<file path="src/rtl/icache_direct_mapped_pkg.sv">
// Shared types and widths for the direct-mapped instruction cache.
// Also holds the saturating counter helper.
package icache_direct_mapped_pkg;

  typedef enum logic {
    IDLE  = 1'b0,
    ALLOC = 1'b1
  } cache_state_t;

  localparam int LINE_W      = 128;
  localparam int WORD_W      = 32;
  localparam int ADDR_W      = 30;
  localparam int LINE_ADDR_W = ADDR_W - 2;

  function automatic logic [31:0] sat_inc(input logic [31:0] value);
    if (value == 32'hFFFF_FFFF) begin
      sat_inc = value;
    end else begin
      sat_inc = value + 32'd1;
    end
  endfunction

endpackage

</file>
<file path="src/rtl/icache_direct_mapped_if.sv">
// Fetch-port and line-fill bus of the instruction cache.
// master = core/memory side, slave = cache.
interface icache_direct_mapped_if;
  import icache_direct_mapped_pkg::*;

  logic                   proc_read;
  logic [ADDR_W-1:0]      proc_addr;
  logic [WORD_W-1:0]      proc_rdata;
  logic                   proc_stall;
  logic                   mem_read;
  logic [LINE_ADDR_W-1:0] mem_addr;
  logic [LINE_W-1:0]      mem_rdata;
  logic                   mem_ready;

  modport master (
    output proc_read, proc_addr, mem_rdata, mem_ready,
    input  proc_rdata, proc_stall, mem_read, mem_addr
  );

  modport slave (
    input  proc_read, proc_addr, mem_rdata, mem_ready,
    output proc_rdata, proc_stall, mem_read, mem_addr
  );

endinterface

</file>
<file path="src/rtl/icache_tag_array.sv">
// Valid bits and tags for each cache line; valids clear asynchronously,
// tags are left unreset. One combinational read port, one write port.
module icache_tag_array #(
  parameter int NUM_BLOCKS = 8,
  parameter int IDX_W      = 3,
  parameter int TAG_W      = 25
) (
  input  logic             clk,
  input  logic             rst_n,
  input  logic [IDX_W-1:0] rd_idx,
  output logic             rd_valid,
  output logic [TAG_W-1:0] rd_tag,
  input  logic             wr_en,
  input  logic [IDX_W-1:0] wr_idx,
  input  logic [TAG_W-1:0] wr_tag
);

  logic [NUM_BLOCKS-1:0] valid_r;
  logic [TAG_W-1:0]      tag_r [NUM_BLOCKS];

  // valid bit per line, set on fill
  always_ff @(posedge clk or negedge rst_n) begin
    if (!rst_n) begin
      valid_r <= {NUM_BLOCKS{1'b0}};
    end else if (wr_en) begin
      valid_r[wr_idx] <= 1'b1;
    end
  end

  // tag storage
  always_ff @(posedge clk) begin
    if (wr_en) begin
      tag_r[wr_idx] <= wr_tag;
    end
  end

  assign rd_valid = valid_r[rd_idx];
  assign rd_tag   = tag_r[rd_idx];

endmodule

</file>
<file path="src/rtl/icache_direct_mapped.sv">
// Read-only direct-mapped instruction cache: same-cycle hits, stalling
// full-line refills from instruction memory, saturating hit/miss counters.
module icache_direct_mapped
  import icache_direct_mapped_pkg::*;
#(
  parameter int NUM_BLOCKS = 8,
  parameter int IDX_W      = 3,
  parameter int TAG_W      = 25
) (
  input  logic                   clk,
  input  logic                   rst_n,
  icache_direct_mapped_if.slave  bus,
  output logic [31:0]            hit_cnt,
  output logic [31:0]            miss_cnt
);

  cache_state_t      state_r, state_s;
  logic [IDX_W-1:0]  fill_idx_r;
  logic [TAG_W-1:0]  fill_tag_r;
  logic              mem_read_r;
  logic [31:0]       hit_cnt_r, miss_cnt_r;

  logic [1:0]        offset_s;
  logic [IDX_W-1:0]  idx_s;
  logic [TAG_W-1:0]  tag_s;
  logic              line_valid_s;
  logic [TAG_W-1:0]  line_tag_s;
  logic              hit_s, miss_s, fill_s;
  logic [LINE_W-1:0] line_s;

  logic [LINE_W-1:0] data_r [NUM_BLOCKS];

  assign offset_s = bus.proc_addr[1:0];
  assign idx_s    = bus.proc_addr[2+IDX_W-1:2];
  assign tag_s    = bus.proc_addr[ADDR_W-1:2+IDX_W];
  assign fill_s   = (state_r == ALLOC) && bus.mem_ready;

  icache_tag_array #(
    .NUM_BLOCKS (NUM_BLOCKS),
    .IDX_W      (IDX_W),
    .TAG_W      (TAG_W)
  ) u_tags (
    .clk      (clk),
    .rst_n    (rst_n),
    .rd_idx   (idx_s),
    .rd_valid (line_valid_s),
    .rd_tag   (line_tag_s),
    .wr_en    (fill_s),
    .wr_idx   (fill_idx_r),
    .wr_tag   (fill_tag_r)
  );

  // next-state and hit/miss decode; lookups only happen in IDLE
  always_comb begin
    state_s = state_r;
    hit_s   = 1'b0;
    miss_s  = 1'b0;
    case (state_r)
      IDLE: begin
        if (bus.proc_read) begin
          if (line_valid_s && (line_tag_s == tag_s)) begin
            hit_s = 1'b1;
          end else begin
            miss_s  = 1'b1;
            state_s = ALLOC;
          end
        end else begin
          state_s = IDLE;
        end
      end
      ALLOC: begin
        if (bus.mem_ready) begin
          state_s = IDLE;
        end else begin
          state_s = ALLOC;
        end
      end
      default: state_s = IDLE;
    endcase
  end

  // FSM state, fill request and latched fill index/tag
  always_ff @(posedge clk or negedge rst_n) begin
    if (!rst_n) begin
      state_r    <= IDLE;
      mem_read_r <= 1'b0;
      fill_idx_r <= {IDX_W{1'b0}};
      fill_tag_r <= {TAG_W{1'b0}};
    end else begin
      state_r <= state_s;
      if (miss_s) begin
        mem_read_r <= 1'b1;
        fill_idx_r <= idx_s;
        fill_tag_r <= tag_s;
      end else if (fill_s) begin
        mem_read_r <= 1'b0;
      end
    end
  end

  // saturating event counters
  always_ff @(posedge clk or negedge rst_n) begin
    if (!rst_n) begin
      hit_cnt_r  <= 32'd0;
      miss_cnt_r <= 32'd0;
    end else begin
      if (hit_s) begin
        hit_cnt_r <= sat_inc(hit_cnt_r);
      end
      if (miss_s) begin
        miss_cnt_r <= sat_inc(miss_cnt_r);
      end
    end
  end

  // line data storage, written only by a fill into the latched index
  always_ff @(posedge clk) begin
    if (fill_s) begin
      data_r[fill_idx_r] <= bus.mem_rdata;
    end
  end

  assign line_s         = data_r[idx_s];
  assign bus.proc_rdata = hit_s ? line_s[{offset_s, 5'd0} +: WORD_W] : {WORD_W{1'b0}};
  // gated by rst_n so the core is never stalled while the cache is held in reset
  assign bus.proc_stall = rst_n & bus.proc_read & ~hit_s;
  assign bus.mem_read   = mem_read_r;
  assign bus.mem_addr   = {fill_tag_r, fill_idx_r};
  assign hit_cnt        = hit_cnt_r;
  assign miss_cnt       = miss_cnt_r;

endmodule

</file>
<file path="src/flat_wrapper.sv">
// flat-port wrapper written by rule: the top's interface ports become plain ports
module icache_direct_mapped_flat import icache_direct_mapped_pkg::*;
#(
  parameter int NUM_BLOCKS = 8,
  parameter int IDX_W      = 3,
  parameter int TAG_W      = 25
)
  (clk, rst_n, hit_cnt, miss_cnt, bus_proc_read, bus_proc_addr, bus_mem_rdata, bus_mem_ready, bus_proc_rdata, bus_proc_stall, bus_mem_read, bus_mem_addr);
  icache_direct_mapped_if bus_i ();
  input  logic clk;
  input  logic rst_n;
  output logic [31:0] hit_cnt;
  output logic [31:0] miss_cnt;
  input wire logic [$bits(bus_i.proc_read)-1:0] bus_proc_read;
  input wire logic [$bits(bus_i.proc_addr)-1:0] bus_proc_addr;
  input wire logic [$bits(bus_i.mem_rdata)-1:0] bus_mem_rdata;
  input wire logic [$bits(bus_i.mem_ready)-1:0] bus_mem_ready;
  output wire logic [$bits(bus_i.proc_rdata)-1:0] bus_proc_rdata;
  output wire logic [$bits(bus_i.proc_stall)-1:0] bus_proc_stall;
  output wire logic [$bits(bus_i.mem_read)-1:0] bus_mem_read;
  output wire logic [$bits(bus_i.mem_addr)-1:0] bus_mem_addr;
  assign bus_i.proc_read = bus_proc_read;
  assign bus_i.proc_addr = bus_proc_addr;
  assign bus_i.mem_rdata = bus_mem_rdata;
  assign bus_i.mem_ready = bus_mem_ready;
  assign bus_proc_rdata = bus_i.proc_rdata;
  assign bus_proc_stall = bus_i.proc_stall;
  assign bus_mem_read = bus_i.mem_read;
  assign bus_mem_addr = bus_i.mem_addr;
  icache_direct_mapped #(.NUM_BLOCKS(NUM_BLOCKS), .IDX_W(IDX_W), .TAG_W(TAG_W)) u_core (.clk(clk), .rst_n(rst_n), .bus(bus_i), .hit_cnt(hit_cnt), .miss_cnt(miss_cnt));
endmodule
</file>
<file path="config.mk">
export PLATFORM = sky130hd
export DESIGN_NAME = icache_direct_mapped_flat
export DESIGN_NICKNAME = d
export VERILOG_FILES = /design/src/rtl/icache_direct_mapped_pkg.sv /design/src/rtl/icache_direct_mapped_if.sv /design/src/rtl/icache_tag_array.sv /design/src/rtl/icache_direct_mapped.sv /design/src/flat_wrapper.sv
export SDC_FILE = /design/constraint.sdc
export NUM_CORES = 1
export LEC_CHECK = 0
export CAP_MARGIN = 0
export CORE_ASPECT_RATIO = 1.4
export CORE_MARGIN = 2
export CORE_UTILIZATION = 60
export CTS_CLUSTER_SIZE = 20
export DETAILED_ROUTE_END_ITERATION = 10
export PLACE_DENSITY = 0.8
export SYNTH_ARGS = -nofsm -noshare
export SYNTH_HDL_FRONTEND = slang
export SYNTH_HIERARCHICAL = 1
export SYNTH_SLANG_ARGS = --single-unit
</file>
<file path="constraint.sdc">
create_clock -name clk -period 20 [get_ports clk]
set_input_delay 4 -clock clk [delete_from_list [all_inputs] [get_ports clk]]
set_output_delay 4 -clock clk [all_outputs]
set_load 0.1 [all_outputs]
</file>
* Word level (Yosys, flattened, before mapping)
Memory sizes are Yosys's and may differ from the RTL's. Index checks and enable logic that the tools add are counted.
Storage, ports and cells: flip-flop bits (word level) 102, bits in writable memories 1224, input port bits 162, output and inout bits 126, logic and storage cells 48, memories kept 2
Operators by class: add/sub/neg operators 2, order comparisons 3, equality and inequality tests 3, shift operators 1, muxes and demuxes 17, bitwise operators 7, reduce and logical (&&, ||, !) cells 6
Memory list:
- u_core.data_r | depth 8, bits a word 128, rd ports 1, clocked after memory_dff 0, write ports 1, line icache_direct_mapped.sv:31 | logic [LINE_W-1:0] data_r [NUM_BLOCKS];
- u_core.u_tags.tag_r | depth 8, bits a word 25, rd ports 1, clocked after memory_dff 0, write ports 1, line icache_tag_array.sv:19 | logic [TAG_W-1:0] tag_r [NUM_BLOCKS];
Operator list (number):
- $shiftx A128 B8 Y32 | 1
- $add A32 B1 Y32 const B | 2
- $eq A32 B32 Y1 const B | 2
- $mux W32 | 1
- $eq A25 B25 Y1 | 1
- $mux W1 | 13
- $lt A3 B4 Y1 const B | 2
- $or A8 B8 Y8 | 1
- $not A1 Y1 | 4
- $reduce_and A2 Y1 | 2
- $bmux W1 S3 | 1
- $demux W1 S3 | 1
- $ge A3 B1 Y1 const B | 1
- $logic_and A1 B1 Y1 | 3
- $and A1 B1 Y1 | 2
- $pmux W1 S2 | 1
- $reduce_bool A2 Y1 | 1

* Depth between registers and ports, before layout
depth in word-level cells 8, depth in mapped cells 11, gate-level depth less buffers 8

* Hierarchy
The synthesis kept the hierarchy.
By module, submodules not included:
- icache_direct_mapped | instances 1, cells each 2169, area each 44051.0 um^2, seq. area each 33101.7 um^2
- icache_tag_array | instances 1, cells each 325, area each 8095.3 um^2, seq. area each 6206.0 um^2

* Worst setup path after synthesis
Ideal clock, no wire load.
path kind in2reg, from in bus_mem_ready, to mem u_core.data_r[1][0], enable pin, setup time 971 ps, arrival time 17193 ps, required time 19029 ps, setup slack 1837 ps, stages 2, buffers on the path 0, cell sequence nand2_1 nor4b_1
On the way: cells in the longest elaborated chain, start to end 3
RTL lines:
- from (decl) | line flat_wrapper.sv:17 | input wire logic [$bits(bus_i.mem_ready)-1:0] bus_mem_ready;
- $logic_and A1 B1 Y1 | line icache_direct_mapped.sv:36 | assign fill_s = (state_r == ALLOC) && bus.mem_ready;
- $mux W1 | line icache_direct_mapped.sv:118 | if (fill_s) begin
- $mux W1 (implied by the code) | line icache_direct_mapped.sv:119 | data_r[fill_idx_r] <= bus.mem_rdata;
- to (decl) | line icache_direct_mapped.sv:31
Every way passes these cells.

* Worst setup path after layout
from in bus_proc_addr[4], to out bus_proc_rdata[16]
On the way: cells in the longest elaborated chain, start to end 7, elaborated cells on any way between the ends 11, those cells by class 1 x eq/ne; 1 x shift; 6 x mux; 1 x reduce/logical; 2 x memory
RTL lines:
- from (decl) | line flat_wrapper.sv:15 | input wire logic [$bits(bus_i.proc_addr)-1:0] bus_proc_addr;
- $mem_v2 Z8 W25
- named net u_core.line_tag_s[4] | line icache_direct_mapped.sv:27 | logic [TAG_W-1:0] line_tag_s;
- $eq A25 B25 Y1 | line icache_direct_mapped.sv:61 | if (line_valid_s && (line_tag_s == tag_s)) begin
- $logic_and A1 B1 Y1 | line icache_direct_mapped.sv:61
- $mux W1 | line icache_direct_mapped.sv:61
- $mux W1 | line icache_direct_mapped.sv:60 | if (bus.proc_read) begin
- $mux W1 | line icache_direct_mapped.sv:58 | case (state_r)
- $mux W32 | line icache_direct_mapped.sv:124 | assign bus.proc_rdata = hit_s ? line_s[{offset_s, 5'd0} +: WORD_W] : {WORD_W{1'b0}};
- to (decl) | line flat_wrapper.sv:18 | output wire logic [$bits(bus_i.proc_rdata)-1:0] bus_proc_rdata;
The timed path passes the listed nets, and every way through them passes these cells. The select of a mux whose other input is x is not followed.

==> summary.md <==
| Metric | Value |
|---|---|
| Layout Cells excl Fill | approximately 4000 |
| Antenna violations before repair | 28 |
| Starting Density | 0.608 |
| Vias in the first global route | roughly 27000 |
| DP Cell Count | ~3800 |
| Via count | 26100 |
| CTS max path bufs | 3 |
| Max Used Layer | met5 |
| H-tree depth | 3 |
| Clk sinks | 1326 |
| Routed wl met2 | around 61000 µm |
| Placer congestion estimate | 0.849 |
| Hold Vio Cnt, Final | 0 |
| Outcome | finished, final reports clean |
| CTS Buf Count | roughly 120 |
| CP Data Required Time | about 16 ns |
| Commonest register cell after synthesis | edfxtp_1 |
| RSZ-0062 raised after global routing | no |
| Largest net degree at the start of global routing | 131 |
| Die Span Y | ~350 µm |
| Syn avg cell area | between 20 and 25 µm² |
| CP Launch Type | input pin |
| Routed WL per cell | 29.3 µm |
| CP max FO | 49 |
| PD cells | just over 100 mW/mm² |
| FF-to-FF Start | u_core/state_r$_DFF_PN0_ |
| FF-to-FF path depth | 6 |
| Die footprint | approximately 0.089 mm² |
| Buffers added on ports | between 200 and 300 |
| Hold path cells | 1 |
| Die width | 253 µm |
| RR Endpoint | u_core/data_r[7][100]$_DFFE_PP_ |
| Max-slew violations | 0 |
| Fin crit period | around 14 ns |
| Total wire length | 118000 µm |
| Slew @ Worst Pin | roughly 1.1 ns |
| Post-synthesis net count | about 2700 |
| Worst path arrival time | about 10 ns |
| Worst slack, placed | about 6.0 ns |
| Fmax | slightly above 70 MHz |
| Worst Setup End Kind | output port |
| Worst Hold End | u_core/u_tags/valid_r[2]$_DFFE_PN0P_ |
| Post-cts gate resize count | 0 |
| Min-delay src | u_core/u_tags/valid_r[2]$_DFFE_PN0P_ |
| Total track usage | 0.267 |
| Max-cap violations | 0 |
| Final setup margin | approximately 6 ns |
| WS Path Type | input pin to output port |
| DRC errors left | 0 |
| Metal-1 WL | between 40000 and 50000 µm |
| Setup bufs post-CTS | 0 |
| Hold buffers post-CTS | 0 |
| Leak Pwr | 0.0199 µW |
| Post-synth EDFFs | approximately 1200 |
| TNS Setup | 0 ns |
| Seq/Total Area, Yosys | 0.754 |
| Congestion Overflow GR | 0 |
| CTS tree | done |
| Io pins | between 200 and 300 |
| Syn-to-layout area delta | 15.3% |
| Post-Syn Area | about 0.052 mm² |
| Final ANT Viol Nets | 0 |
| Core area | between 0.08 and 0.09 mm² |
| Synthesis warning total | 6 |
| Yosys reg bits | roughly 1300 |
| Final setup vio count | 0 |
| Detailed-placement wirelength estimate | about 65000 µm |
| Reg clk slew, reported paths | 0.06 ns |
| Detail Route met3 WL | about 9500 µm |
| Max_slew headroom | 0.234 |
| First-pass GRT wire length | 175000 µm |
| Avg Vias per Cell | roughly 6.5 |
| Std cell rows | 127 |
| Period utilization | 0.699 |
| Layout Nets | about 3000 |
| Starting DRT DRC Count | 2564 |
| Design Power | about 6100 µW |
| Post-synth ARST share | 0.0769 |
| Synth cell types | 55 |
| Drt first pass iters | 8 |
| Peak VDD IR | 0.0000814 V |
| Cells after Synth | roughly 2500 |
| Share of cells above drive strength 1 | 0.181 |
| Root Driver | clkbuf_16 |
| Worst skew pair latency | around 0.70 ns |
| Flop2flop setup slack | 15.87 ns |
| Worst Hold Class | flop to flop |
| Clock skew | roughly 0.033 ns |
[state kept, by name (all words and copies together) (netlist names)]
register and count:
u_core/data_r 1024, u_core/u_tags/tag_r 200, u_core/hit_cnt 32, u_core/miss_cnt 32, u_core/fill_tag_r 25, u_core/u_tags/valid_r 8
u_core/fill_idx_r 3, u_core/bus.mem_read 1, u_core/state_r 1
[cell usage in the layout, fill, tap and decap left out, types with 28 or more instances in the layout]
master,synthesis,final
a21boi_0,31,31
buf_4,3,29
clkbuf_16,0,124
clkdlybuf4s50_1,0,282
dfrtp_1,102,102
edfxtp_1,1224,1224
inv_1,41,41
mux2_1,28,28
mux2_2,28,28
mux2i_1,125,125
mux4_1,46,46
mux4_2,233,233
nand3_1,33,33
nand4_1,35,35
nor2_1,84,82
o21ai_0,34,34
o221ai_1,32,32
o22ai_1,31,31
o32ai_2,30,30
xnor2_1,40,40
xor2_1,37,37
[cell families (layout without fill, tap and decap cells)]
| kind of cell | after synthesis | in the layout | share of synthesized area |
|---|---|---|---|
| compound gates | 173 | 173 | 0.0285 |
| xor+xnor | 77 | 77 | 0.0129 |
| fa+ha+maj | 2 | 2 | 0.000480 |
| buf+inv | 170 | 581 | 0.0145 |
| flops | 1326 | 1326 | 0.754 |
| mux | 460 | 460 | 0.160 |
| other cells | 0 | 12 | 0 |
| simple gates | 286 | 286 | 0.0299 |
[synthesized netlist by cell type, types with 24 or more instances]
library cell | n | area [µm²]
a21boi_0 | 31 | 233
buf_2 | 30 | 150
clkbuf_1 | 71 | 267
dfrtp_1 | 102 | 2550
edfxtp_1 | 1224 | 36800
inv_1 | 41 | 154
mux2_1 | 28 | 315
mux2_2 | 28 | 315
mux2i_1 | 125 | 1250
mux4_1 | 46 | 1210
mux4_2 | 233 | 5250
nand2_1 | 26 | 97.6
nand3_1 | 33 | 165
nand4_1 | 35 | 219
nor2_1 | 84 | 315
nor3_1 | 24 | 120
o21ai_0 | 34 | 170
o221ai_1 | 32 | 280
o22ai_1 | 31 | 194
o32ai_2 | 30 | 488
xnor2_1 | 40 | 350
xor2_1 | 37 | 324
[worst max-delay path by stage]
stage | startpoint | endpoint | slack, ns | cells after the start
finish | bus_proc_addr[4] | bus_proc_rdata[16] | 6.02 | 13
global route | bus_proc_addr[4] | bus_proc_rdata[16] | 5.87 | 13
CTS | bus_proc_addr[4] | bus_proc_rdata[16] | 6.03 | 13
detailed placement | bus_proc_addr[4] | bus_proc_rdata[16] | 6.02 | 13
global placement | bus_proc_addr[4] | bus_proc_rdata[31] | 6.13 | 13
floorplan | bus_mem_ready | u_core/data_r[1][0]$_DFFE_PP_ | 1.84 | 2
[critical path: stages]
cell,delay (ns)
buf_4,0.30
buf_4,0.66
buf_4,0.83
mux4_1,0.31
mux2_2,0.18
nor2b_1,0.05
a2111o_1,0.40
or4_1,0.55
nor4_2,0.40
nand3_2,0.10
buf_4,0.38
o32ai_2,0.37
clkdlybuf4s50_1,1.21
[per-layer routing]
metal,vias to the layer above,GRT usage
met2,1150,0.451
met1,13700,0.343
met3,213,0.0582
met4,32,0.0948
met5,-,0
li1,11000,-
[final cells by class]
cell class / instances / area [µm²]
multi-input combinational: 998 / 12200
tap: 1096 / 1370
clock inverter: 63 / 559
fill: 5025 / 25700
clock buffer: 155 / 3260
antenna: 12 / 30.0
sequential: 1326 / 39300
inverter: 41 / 154
timing repair buffer: 322 / 3240
[through the flow]
| stage | hold WS (ns) | instance area, µm² | util |
|---|---|---|---|
| 2_1_floorplan | 0.428 | 52100 | - |
| 3_3_place_gp | 0.445 | 56300 | 0.656 |
| 3_5_place_dp | 0.455 | 56300 | 0.656 |
| 4_1_cts | 0.470 | 60100 | 0.700 |
| 5_1_grt | 0.483 | 60100 | 0.701 |
| 6_report | 0.471 | 60100 | 0.701 |
[power breakdown]
| part | switching (µW) | total [µW] | leakage (µW) | internal, µW |
|---|---|---|---|---|
| Clock | 966 | 2230 | 0.00186 | 1260 |
| Combinational | 388 | 584 | 0.00571 | 195 |
| Sequential | 75.0 | 3250 | 0.0124 | 3180 |
| Total | 1430 | 6060 | 0.0199 | 4630 |
Note: power is estimated with default switching activity, not from simulation.
